## src/rtl/ex_mem_stage_pkg.sv

```systemverilog
// Shared constants and types for the EX/MEM pipeline register stage.
package ex_mem_stage_pkg;

    localparam int unsigned DATA_W_DEF = 16;
    localparam int unsigned REG_AW_DEF = 4;

    localparam int unsigned FLAG_W = 3;
    localparam int unsigned FLAG_Z = 2;
    localparam int unsigned FLAG_V = 1;
    localparam int unsigned FLAG_N = 0;

    localparam int unsigned            RETIRE_W   = 16;
    localparam logic [RETIRE_W-1:0]    RETIRE_MAX = '1;

    typedef enum logic {
        ST_RUN  = 1'b0,
        ST_HALT = 1'b1
    } stage_state_t;

    typedef struct packed {
        logic reg_we;
        logic mem_rd;
        logic mem_wr;
        logic halt;
    } ctrl_t;

    // Bits selected by mask take new data, the rest keep their old value.
    function automatic logic [FLAG_W-1:0] masked_update(
        input logic [FLAG_W-1:0] old_q,
        input logic [FLAG_W-1:0] new_d,
        input logic [FLAG_W-1:0] mask
    );
        return (old_q & ~mask) | (new_d & mask);
    endfunction

endpackage

```

## src/rtl/ex_mem_stage_if.sv

```systemverilog
// EX-side instruction bus into the stage and the registered MEM-side bus out of it.
interface ex_mem_stage_if #(
    parameter int unsigned DATA_W = 16,
    parameter int unsigned REG_AW = 4
);
    logic              ex_valid;
    logic [DATA_W-1:0] ex_result;
    logic [DATA_W-1:0] ex_store_data;
    logic [REG_AW-1:0] ex_rd;
    logic              ex_reg_we;
    logic              ex_mem_rd;
    logic              ex_mem_wr;
    logic              ex_halt;
    logic [2:0]        ex_flags;
    logic [2:0]        ex_flag_mask;

    logic              mem_valid;
    logic              mem_reg_we;
    logic              mem_mem_rd;
    logic              mem_mem_wr;
    logic              mem_halt;
    logic [DATA_W-1:0] mem_result;
    logic [DATA_W-1:0] mem_store_data;
    logic [REG_AW-1:0] mem_rd;

    // Execute side: drives instructions, observes the MEM register.
    modport master (
        output ex_valid, ex_result, ex_store_data, ex_rd,
               ex_reg_we, ex_mem_rd, ex_mem_wr, ex_halt, ex_flags, ex_flag_mask,
        input  mem_valid, mem_reg_we, mem_mem_rd, mem_mem_wr, mem_halt,
               mem_result, mem_store_data, mem_rd
    );

    modport slave (
        input  ex_valid, ex_result, ex_store_data, ex_rd,
               ex_reg_we, ex_mem_rd, ex_mem_wr, ex_halt, ex_flags, ex_flag_mask,
        output mem_valid, mem_reg_we, mem_mem_rd, mem_mem_wr, mem_halt,
               mem_result, mem_store_data, mem_rd
    );

endinterface

```

## src/rtl/flag_reg.sv

```systemverilog
// Architectural {Z,V,N} flag register with per-bit write mask.
module flag_reg
    import ex_mem_stage_pkg::*;
(
    input  logic              clk,
    input  logic              rst_n,
    input  logic              i_we,
    input  logic [FLAG_W-1:0] i_mask,
    input  logic [FLAG_W-1:0] i_d,
    output logic [FLAG_W-1:0] o_q
);

    logic [FLAG_W-1:0] r_q;

    always_ff @(posedge clk or negedge rst_n) begin
        if (!rst_n) begin
            r_q <= '0;
        end else if (i_we) begin
            r_q <= masked_update(r_q, i_d, i_mask);
        end
    end

    assign o_q = r_q;

endmodule

```

## src/rtl/ex_mem_stage.sv

```systemverilog
// EX/MEM pipeline register with flush/stall, sticky halt, masked flags and retire counter.
module ex_mem_stage
    import ex_mem_stage_pkg::*;
#(
    parameter int unsigned DATA_W = DATA_W_DEF,
    parameter int unsigned REG_AW = REG_AW_DEF
) (
    input  logic                clk,
    input  logic                rst_n,
    input  logic                stall,
    input  logic                flush,
    ex_mem_stage_if.slave       bus,
    output logic [FLAG_W-1:0]   flags,
    output logic                halted,
    output logic [RETIRE_W-1:0] retire_cnt
);

    stage_state_t        r_state;
    stage_state_t        w_state_nxt;
    logic                w_cap;
    ctrl_t               w_ex_ctrl;

    logic                r_valid;
    ctrl_t               r_ctrl;
    logic [DATA_W-1:0]   r_result;
    logic [DATA_W-1:0]   r_store_data;
    logic [REG_AW-1:0]   r_rd;
    logic [RETIRE_W-1:0] r_retire_cnt;

    always_ff @(posedge clk or negedge rst_n) begin
        if (!rst_n) begin
            r_state <= ST_RUN;
        end else begin
            r_state <= w_state_nxt;
        end
    end

    // Halt is sticky: only reset leaves ST_HALT.
    always_comb begin
        w_state_nxt = r_state;
        if ((r_state == ST_RUN) && w_cap && bus.ex_halt) begin
            w_state_nxt = ST_HALT;
        end
    end

    always_comb begin
        w_cap = 1'b0;
        if ((r_state == ST_RUN) && bus.ex_valid && !flush && !stall) begin
            w_cap = 1'b1;
        end
    end

    always_comb begin
        w_ex_ctrl        = '0;
        w_ex_ctrl.reg_we = bus.ex_reg_we;
        w_ex_ctrl.mem_rd = bus.ex_mem_rd;
        w_ex_ctrl.mem_wr = bus.ex_mem_wr;
        w_ex_ctrl.halt   = bus.ex_halt;
    end

    // Flush beats stall; an idle non-stalled cycle inserts a bubble but keeps data.
    always_ff @(posedge clk or negedge rst_n) begin
        if (!rst_n) begin
            r_valid      <= 1'b0;
            r_ctrl       <= '0;
            r_result     <= '0;
            r_store_data <= '0;
            r_rd         <= '0;
        end else if (flush) begin
            r_valid      <= 1'b0;
            r_ctrl       <= '0;
            r_result     <= '0;
            r_store_data <= '0;
            r_rd         <= '0;
        end else if (!stall) begin
            r_valid <= w_cap;
            r_ctrl  <= w_cap ? w_ex_ctrl : '0;
            if (w_cap) begin
                r_result     <= bus.ex_result;
                r_store_data <= bus.ex_store_data;
                r_rd         <= bus.ex_rd;
            end
        end
    end

    always_ff @(posedge clk or negedge rst_n) begin
        if (!rst_n) begin
            r_retire_cnt <= '0;
        end else if (w_cap && (r_retire_cnt != RETIRE_MAX)) begin
            r_retire_cnt <= r_retire_cnt + RETIRE_W'(1);
        end
    end

    flag_reg u_flag_reg (
        .clk    (clk),
        .rst_n  (rst_n),
        .i_we   (w_cap),
        .i_mask (bus.ex_flag_mask),
        .i_d    (bus.ex_flags),
        .o_q    (flags)
    );

    assign bus.mem_valid      = r_valid;
    assign bus.mem_reg_we     = r_ctrl.reg_we;
    assign bus.mem_mem_rd     = r_ctrl.mem_rd;
    assign bus.mem_mem_wr     = r_ctrl.mem_wr;
    assign bus.mem_halt       = r_ctrl.halt;
    assign bus.mem_result     = r_result;
    assign bus.mem_store_data = r_store_data;
    assign bus.mem_rd         = r_rd;

    assign halted     = (r_state == ST_HALT);
    assign retire_cnt = r_retire_cnt;

endmodule
```

## src/flat_wrapper.sv

```systemverilog
// flat-port wrapper written by rule: the top's interface ports become plain ports
module ex_mem_stage_flat import ex_mem_stage_pkg::*;
#(
    parameter int unsigned DATA_W = DATA_W_DEF,
    parameter int unsigned REG_AW = REG_AW_DEF
)
  (clk, rst_n, stall, flush, flags, halted, retire_cnt, bus_ex_valid, bus_ex_result, bus_ex_store_data, bus_ex_rd, bus_ex_reg_we, bus_ex_mem_rd, bus_ex_mem_wr, bus_ex_halt, bus_ex_flags, bus_ex_flag_mask, bus_mem_valid, bus_mem_reg_we, bus_mem_mem_rd, bus_mem_mem_wr, bus_mem_halt, bus_mem_result, bus_mem_store_data, bus_mem_rd);
  ex_mem_stage_if #(.DATA_W(DATA_W), .REG_AW(REG_AW)) bus_i ();
  input  logic clk;
  input  logic rst_n;
  input  logic stall;
  input  logic flush;
  output logic [FLAG_W-1:0] flags;
  output logic halted;
  output logic [RETIRE_W-1:0] retire_cnt;
  input wire logic [$bits(bus_i.ex_valid)-1:0] bus_ex_valid;
  input wire logic [$bits(bus_i.ex_result)-1:0] bus_ex_result;
  input wire logic [$bits(bus_i.ex_store_data)-1:0] bus_ex_store_data;
  input wire logic [$bits(bus_i.ex_rd)-1:0] bus_ex_rd;
  input wire logic [$bits(bus_i.ex_reg_we)-1:0] bus_ex_reg_we;
  input wire logic [$bits(bus_i.ex_mem_rd)-1:0] bus_ex_mem_rd;
  input wire logic [$bits(bus_i.ex_mem_wr)-1:0] bus_ex_mem_wr;
  input wire logic [$bits(bus_i.ex_halt)-1:0] bus_ex_halt;
  input wire logic [$bits(bus_i.ex_flags)-1:0] bus_ex_flags;
  input wire logic [$bits(bus_i.ex_flag_mask)-1:0] bus_ex_flag_mask;
  output wire logic [$bits(bus_i.mem_valid)-1:0] bus_mem_valid;
  output wire logic [$bits(bus_i.mem_reg_we)-1:0] bus_mem_reg_we;
  output wire logic [$bits(bus_i.mem_mem_rd)-1:0] bus_mem_mem_rd;
  output wire logic [$bits(bus_i.mem_mem_wr)-1:0] bus_mem_mem_wr;
  output wire logic [$bits(bus_i.mem_halt)-1:0] bus_mem_halt;
  output wire logic [$bits(bus_i.mem_result)-1:0] bus_mem_result;
  output wire logic [$bits(bus_i.mem_store_data)-1:0] bus_mem_store_data;
  output wire logic [$bits(bus_i.mem_rd)-1:0] bus_mem_rd;
  assign bus_i.ex_valid = bus_ex_valid;
  assign bus_i.ex_result = bus_ex_result;
  assign bus_i.ex_store_data = bus_ex_store_data;
  assign bus_i.ex_rd = bus_ex_rd;
  assign bus_i.ex_reg_we = bus_ex_reg_we;
  assign bus_i.ex_mem_rd = bus_ex_mem_rd;
  assign bus_i.ex_mem_wr = bus_ex_mem_wr;
  assign bus_i.ex_halt = bus_ex_halt;
  assign bus_i.ex_flags = bus_ex_flags;
  assign bus_i.ex_flag_mask = bus_ex_flag_mask;
  assign bus_mem_valid = bus_i.mem_valid;
  assign bus_mem_reg_we = bus_i.mem_reg_we;
  assign bus_mem_mem_rd = bus_i.mem_mem_rd;
  assign bus_mem_mem_wr = bus_i.mem_mem_wr;
  assign bus_mem_halt = bus_i.mem_halt;
  assign bus_mem_result = bus_i.mem_result;
  assign bus_mem_store_data = bus_i.mem_store_data;
  assign bus_mem_rd = bus_i.mem_rd;
  ex_mem_stage #(.DATA_W(DATA_W), .REG_AW(REG_AW)) u_core (.clk(clk), .rst_n(rst_n), .stall(stall), .flush(flush), .bus(bus_i), .flags(flags), .halted(halted), .retire_cnt(retire_cnt));
endmodule
```

## config.mk

```make
export PLATFORM = sky130hd
export DESIGN_NAME = ex_mem_stage_flat
export DESIGN_NICKNAME = d
export VERILOG_FILES = /design/src/rtl/ex_mem_stage_pkg.sv /design/src/rtl/ex_mem_stage_if.sv /design/src/rtl/flag_reg.sv /design/src/rtl/ex_mem_stage.sv /design/src/flat_wrapper.sv
export SDC_FILE = /design/constraint.sdc
export NUM_CORES = 1
export LEC_CHECK = 0
export CAP_MARGIN = 40
export CORE_MARGIN = 2
export CORE_UTILIZATION = 38
export DETAILED_ROUTE_END_ITERATION = 8
export GPL_TIMING_DRIVEN = 0
export PLACE_DENSITY = 0.87
export SLEW_MARGIN = 5
export SYNTH_ARGS = -nofsm -noshare
export SYNTH_HDL_FRONTEND = slang
export SYNTH_SLANG_ARGS = --single-unit
```

## constraint.sdc

```tcl
create_clock -name clk -period 1.6 [get_ports clk]
set_input_delay 0.32 -clock clk [delete_from_list [all_inputs] [get_ports clk]]
set_output_delay 0.32 -clock clk [all_outputs]
set_load 0.005 [all_outputs]
```

==> impl_metrics.csv <==
group,metric,value,unit
route,wirelength,7.67,mm
setup_path,path_cells,"buf_6, nand4_1, nor4_4, a21boi_2, buf_4, a31oi_1",
die,die_h,87.4,microns
logic_synthesis,synth_async_sr_flop_share,100,%
die,io_pins,112,
sta,rsz0062_at_grt,"true",
power_and_ir_drop,peakVddDrop,0.000890,V
placement,place.gp.congestion,0.749,
power_and_ir_drop,switching_share,24.6,%
clocking,cts_buffers,9,
setup_path,critical_path.max_stage_delay,0.40,ns
sta,setup_viol,8,
clocking,cts_hold_buffers,0,
logic_synthesis,yosys.area.top_type,"dfrtp_1",
setup_path,worstSetupPathType,"flop to flop",
logic_synthesis,ys_warn_count,0,
sta,slew_violations,0,
setup_path,worstPathArrival,1.91,ns
sta,setup_slack,-0.0578,ns
route,wl_met3,427,microns
sta,holdWs,0.0147,ns
logic_synthesis,ys.flop_type,"dfrtp_1",
global_route,grt_pass1_wl,11.2,mm
sta,finClkSkew,0.00416,ns
sta,timing.fmax,603,MHz
route,wl_per_cell,15.8,microns
clocking,clk_latency,0.34,ns
global_route,grt_max_degree,35,
logic_synthesis,synth.avg_cell_area,10.6,sq um
logic_synthesis,synthTopCellsByArea,"dfrtp_1, nand2b_1, o21ai_0",
cells_and_area,nNetsFinal,451,
route,vias,2414,
clocking,root_buffer,"clkbuf_8",
route,drt-met1-wl,3.27,mm
setup_path,cp_top_family,"simple AND/OR/NAND/NOR gates",
logic_synthesis,syn-cell-area,2650,sq um
sta,post-route-period-util,104,%
logic_synthesis,synth.distinct_cells,33,
route,ant_nets,0,
logic_synthesis,synth_edf_count,0,
power_and_ir_drop,p_leak,2.10,nW
cells_and_area,final_area,4450,sq um
placement,hpwl,4.98,mm
global_route,grt_use_total,19.2,%
power_and_ir_drop,p_sw,0.00100,W
setup_path,crit_slowest_cell,"dfrtp_1",
cells_and_area,diodes,0,
placement,portBuffers,111,
logic_synthesis,synth_top_area_share,57.7,%
die,die_area,7640,sq um
flow_run,drv_cap,0,
setup_path,critPathLaunchType,"flop",
setup_path,crit_buf_inv,2,
sta,fin_crit,1.66,ns
die,core,6760,sq um
clocking,clock_sinks,61,
logic_synthesis,yosysMostFrequentCell,"dfrtp_1",
route,dr_wl_met2,3.81,mm
global_route,antenna_found_initial,0,
route,top_layer,"met4",
die,row_count,30,
clocking,path_clk_slew,0.07,ns
logic_synthesis,synth_seq_area_share,57.7,%
route,routed_via_density,4.99,
min_path,hold_path_class,"input port to async pin",
placement,dp_slack,-0.687,ns
route,first_pass_iters,4,
route,drc_errors,0,
logic_synthesis,syn-num-nets,302,
sta,hold_violations,0,
setup_path,worstPathRequired,1.85,ns
setup_path,endpoint_kind,"flop",
sta,fin_tns_setup,-0.210,ns
power_and_ir_drop,p_seq_share,43.7,%
logic_synthesis,synth_cells,250,
cells_and_area,drive_gt1_share,19.6,%
global_route,grt_remaining_overflow,0,
placement,dp.cells,442,
logic_synthesis,synth_common_cells,"dfrtp_1, nand2_1, nand2b_1, o21ai_0, xor2_1",
clocking,cts_tree,"yes",
outcome,status,"finished, violations left",
die,initial_utilization,39.1,%
clocking,htree_levels,3,
die,die_w,87.4,microns
sta,tightest_slew,0.667,ns
route,drtIter0Drc,96,
cells_and_area,n_fill_cell,533,
logic_synthesis,ys_seq_elements,61,
clocking,cts_max_path_buffers,2,
power_and_ir_drop,p_clk_share,37.6,%
sta,relSlewSlack,55.5,%
power_and_ir_drop,powerDensity,913,nW/um^2
setup_path,cp_max_fo,3,
power_and_ir_drop,pwr-share-comb,18.6,%
placement,placed_cell_area,3880,sq um
global_route,grt_pass1_vias,2366,
cells_and_area,area.growth.synth_to_final,68.1,%
cells_and_area,fin_cells,484,
outcome,violations,"setup timing",
power_and_ir_drop,intPower,0.00306,W
-- sequential cells by signal, summed over array words and instances, names as in the netlist, named ones only --
| signal | flops |
|---|---|
| u_core.bus.mem_store_data | 16 |
| u_core.bus.mem_mem_wr | 1 |
| u_core.bus.mem_result | 16 |
| u_core.bus.mem_valid | 1 |
| u_core.bus.mem_rd | 4 |
| u_core.bus.mem_mem_rd | 1 |
| u_core.halted | 1 |
| u_core.bus.mem_reg_we | 1 |
| u_core.retire_cnt | 16 |
| u_core.bus.mem_halt | 1 |
-- cell type report --
cell class | instances | area, sq um | area share [%]
timing repair buffer | 138 | 1350 | 30.3
clock buffer | 10 | 138 | 3.10
sequential | 61 | 1530 | 34.4
tap | 80 | 100 | 2.25
buffer | 13 | 83.8 | 1.89
clock inverter | 6 | 86.3 | 1.94
multi-input combinational | 174 | 1150 | 25.9
inverter | 2 | 7.51 | 0.169
-- worst reg2reg max path, stage by stage, from the launching register on --
cell	delay (ns)
dfrtp_1	0.40
buf_6	0.12
nand4_1	0.19
nor4_4	0.37
a21boi_2	0.12
buf_4	0.17
a31oi_1	0.20
-- cell families after synthesis --
kind of cell | share of synthesized area, %
AOI/OAI and AO/OA | 10.7
xor gates and xnor gates | 3.64
adders and majority gates | 0.473
buffers and inverters | 2.41
DFF | 57.7
muxes | 2.13
and+or+nand+nor | 22.9
-- metrics by stage --
| stage | total power [W] | utilization [%] |
|---|---|---|
| 2_1_floorplan | 0.00197 | - |
| 3_3_place_gp | 0.00242 | 57.1 |
| 3_5_place_dp | 0.00245 | 57.4 |
| 4_1_cts | 0.00406 | 63.9 |
| 5_1_grt | 0.00425 | 65.8 |
| 6_report | 0.00406 | 65.8 |
-- power groups by stage --
stage | clock network [W] | logic, W | registers, W
after global placement | 0 | 0.000630 | 0.00179
after detailed placement | 0 | 0.000652 | 0.00180
after global routing | 0.00164 | 0.000822 | 0.00179
final | 0.00153 | 0.000757 | 0.00178
after CTS | 0.00157 | 0.000731 | 0.00176
after floorplan | 0 | 0.000180 | 0.00179
-- worst paths after layout --
check,start,to,slack (ns),depth (start not counted)
worst max-delay path,u_core.retire_cnt[13],u_core.retire_cnt[2],-0.06,6
worst min-delay path,rst_n,u_core.retire_cnt[5],0.01,1
worst max register to register,u_core.retire_cnt[13],u_core.retire_cnt[2],-0.06,6
worst min register to register,u_core.bus.mem_valid,u_core.bus.mem_valid,0.49,1
max in group asynchronous,rst_n,u_core.bus.mem_store_data[15],0.98,2
min in group clk,u_core.bus.mem_valid,u_core.bus.mem_valid,0.49,1
-- what timing repair did --
action | 4_1_cts | 5_1_grt
resized for setup | 24 | 22
setup buffers | 19 | 7
setup endpoints to repair | 73 | 47
pin swaps | 3 | 6
-- per-layer routing --
layer	vias to the layer above	GRT usage (%)
met4	0	5.73
met5	-	0
met1	1162	23.6
met3	17	6.64
met2	92	31.7
li1	1143	-
-- cells in the final DEF, fill, tap and decap left out, types with 4 or more instances in the layout --
| master | synthesis | layout |
|---|---|---|
| clkbuf_2 | 0 | 4 |
| mux2_2 | 4 | 4 |
| buf_4 | 0 | 27 |
| xor2_1 | 10 | 10 |
| clkdlybuf4s50_1 | 0 | 99 |
| buf_6 | 0 | 4 |
| nand2b_1 | 36 | 36 |
| dfrtp_1 | 61 | 57 |
| a21oi_1 | 4 | 4 |
| a22o_1 | 4 | 4 |
| dfrtp_2 | 0 | 4 |
| dlymetal6s2s_1 | 0 | 9 |
| nand2_1 | 44 | 44 |
| nor3_1 | 4 | 4 |
| o21ai_0 | 36 | 35 |
| clkbuf_8 | 0 | 10 |
No activity file was read; power rests on OpenSTA's default activity.
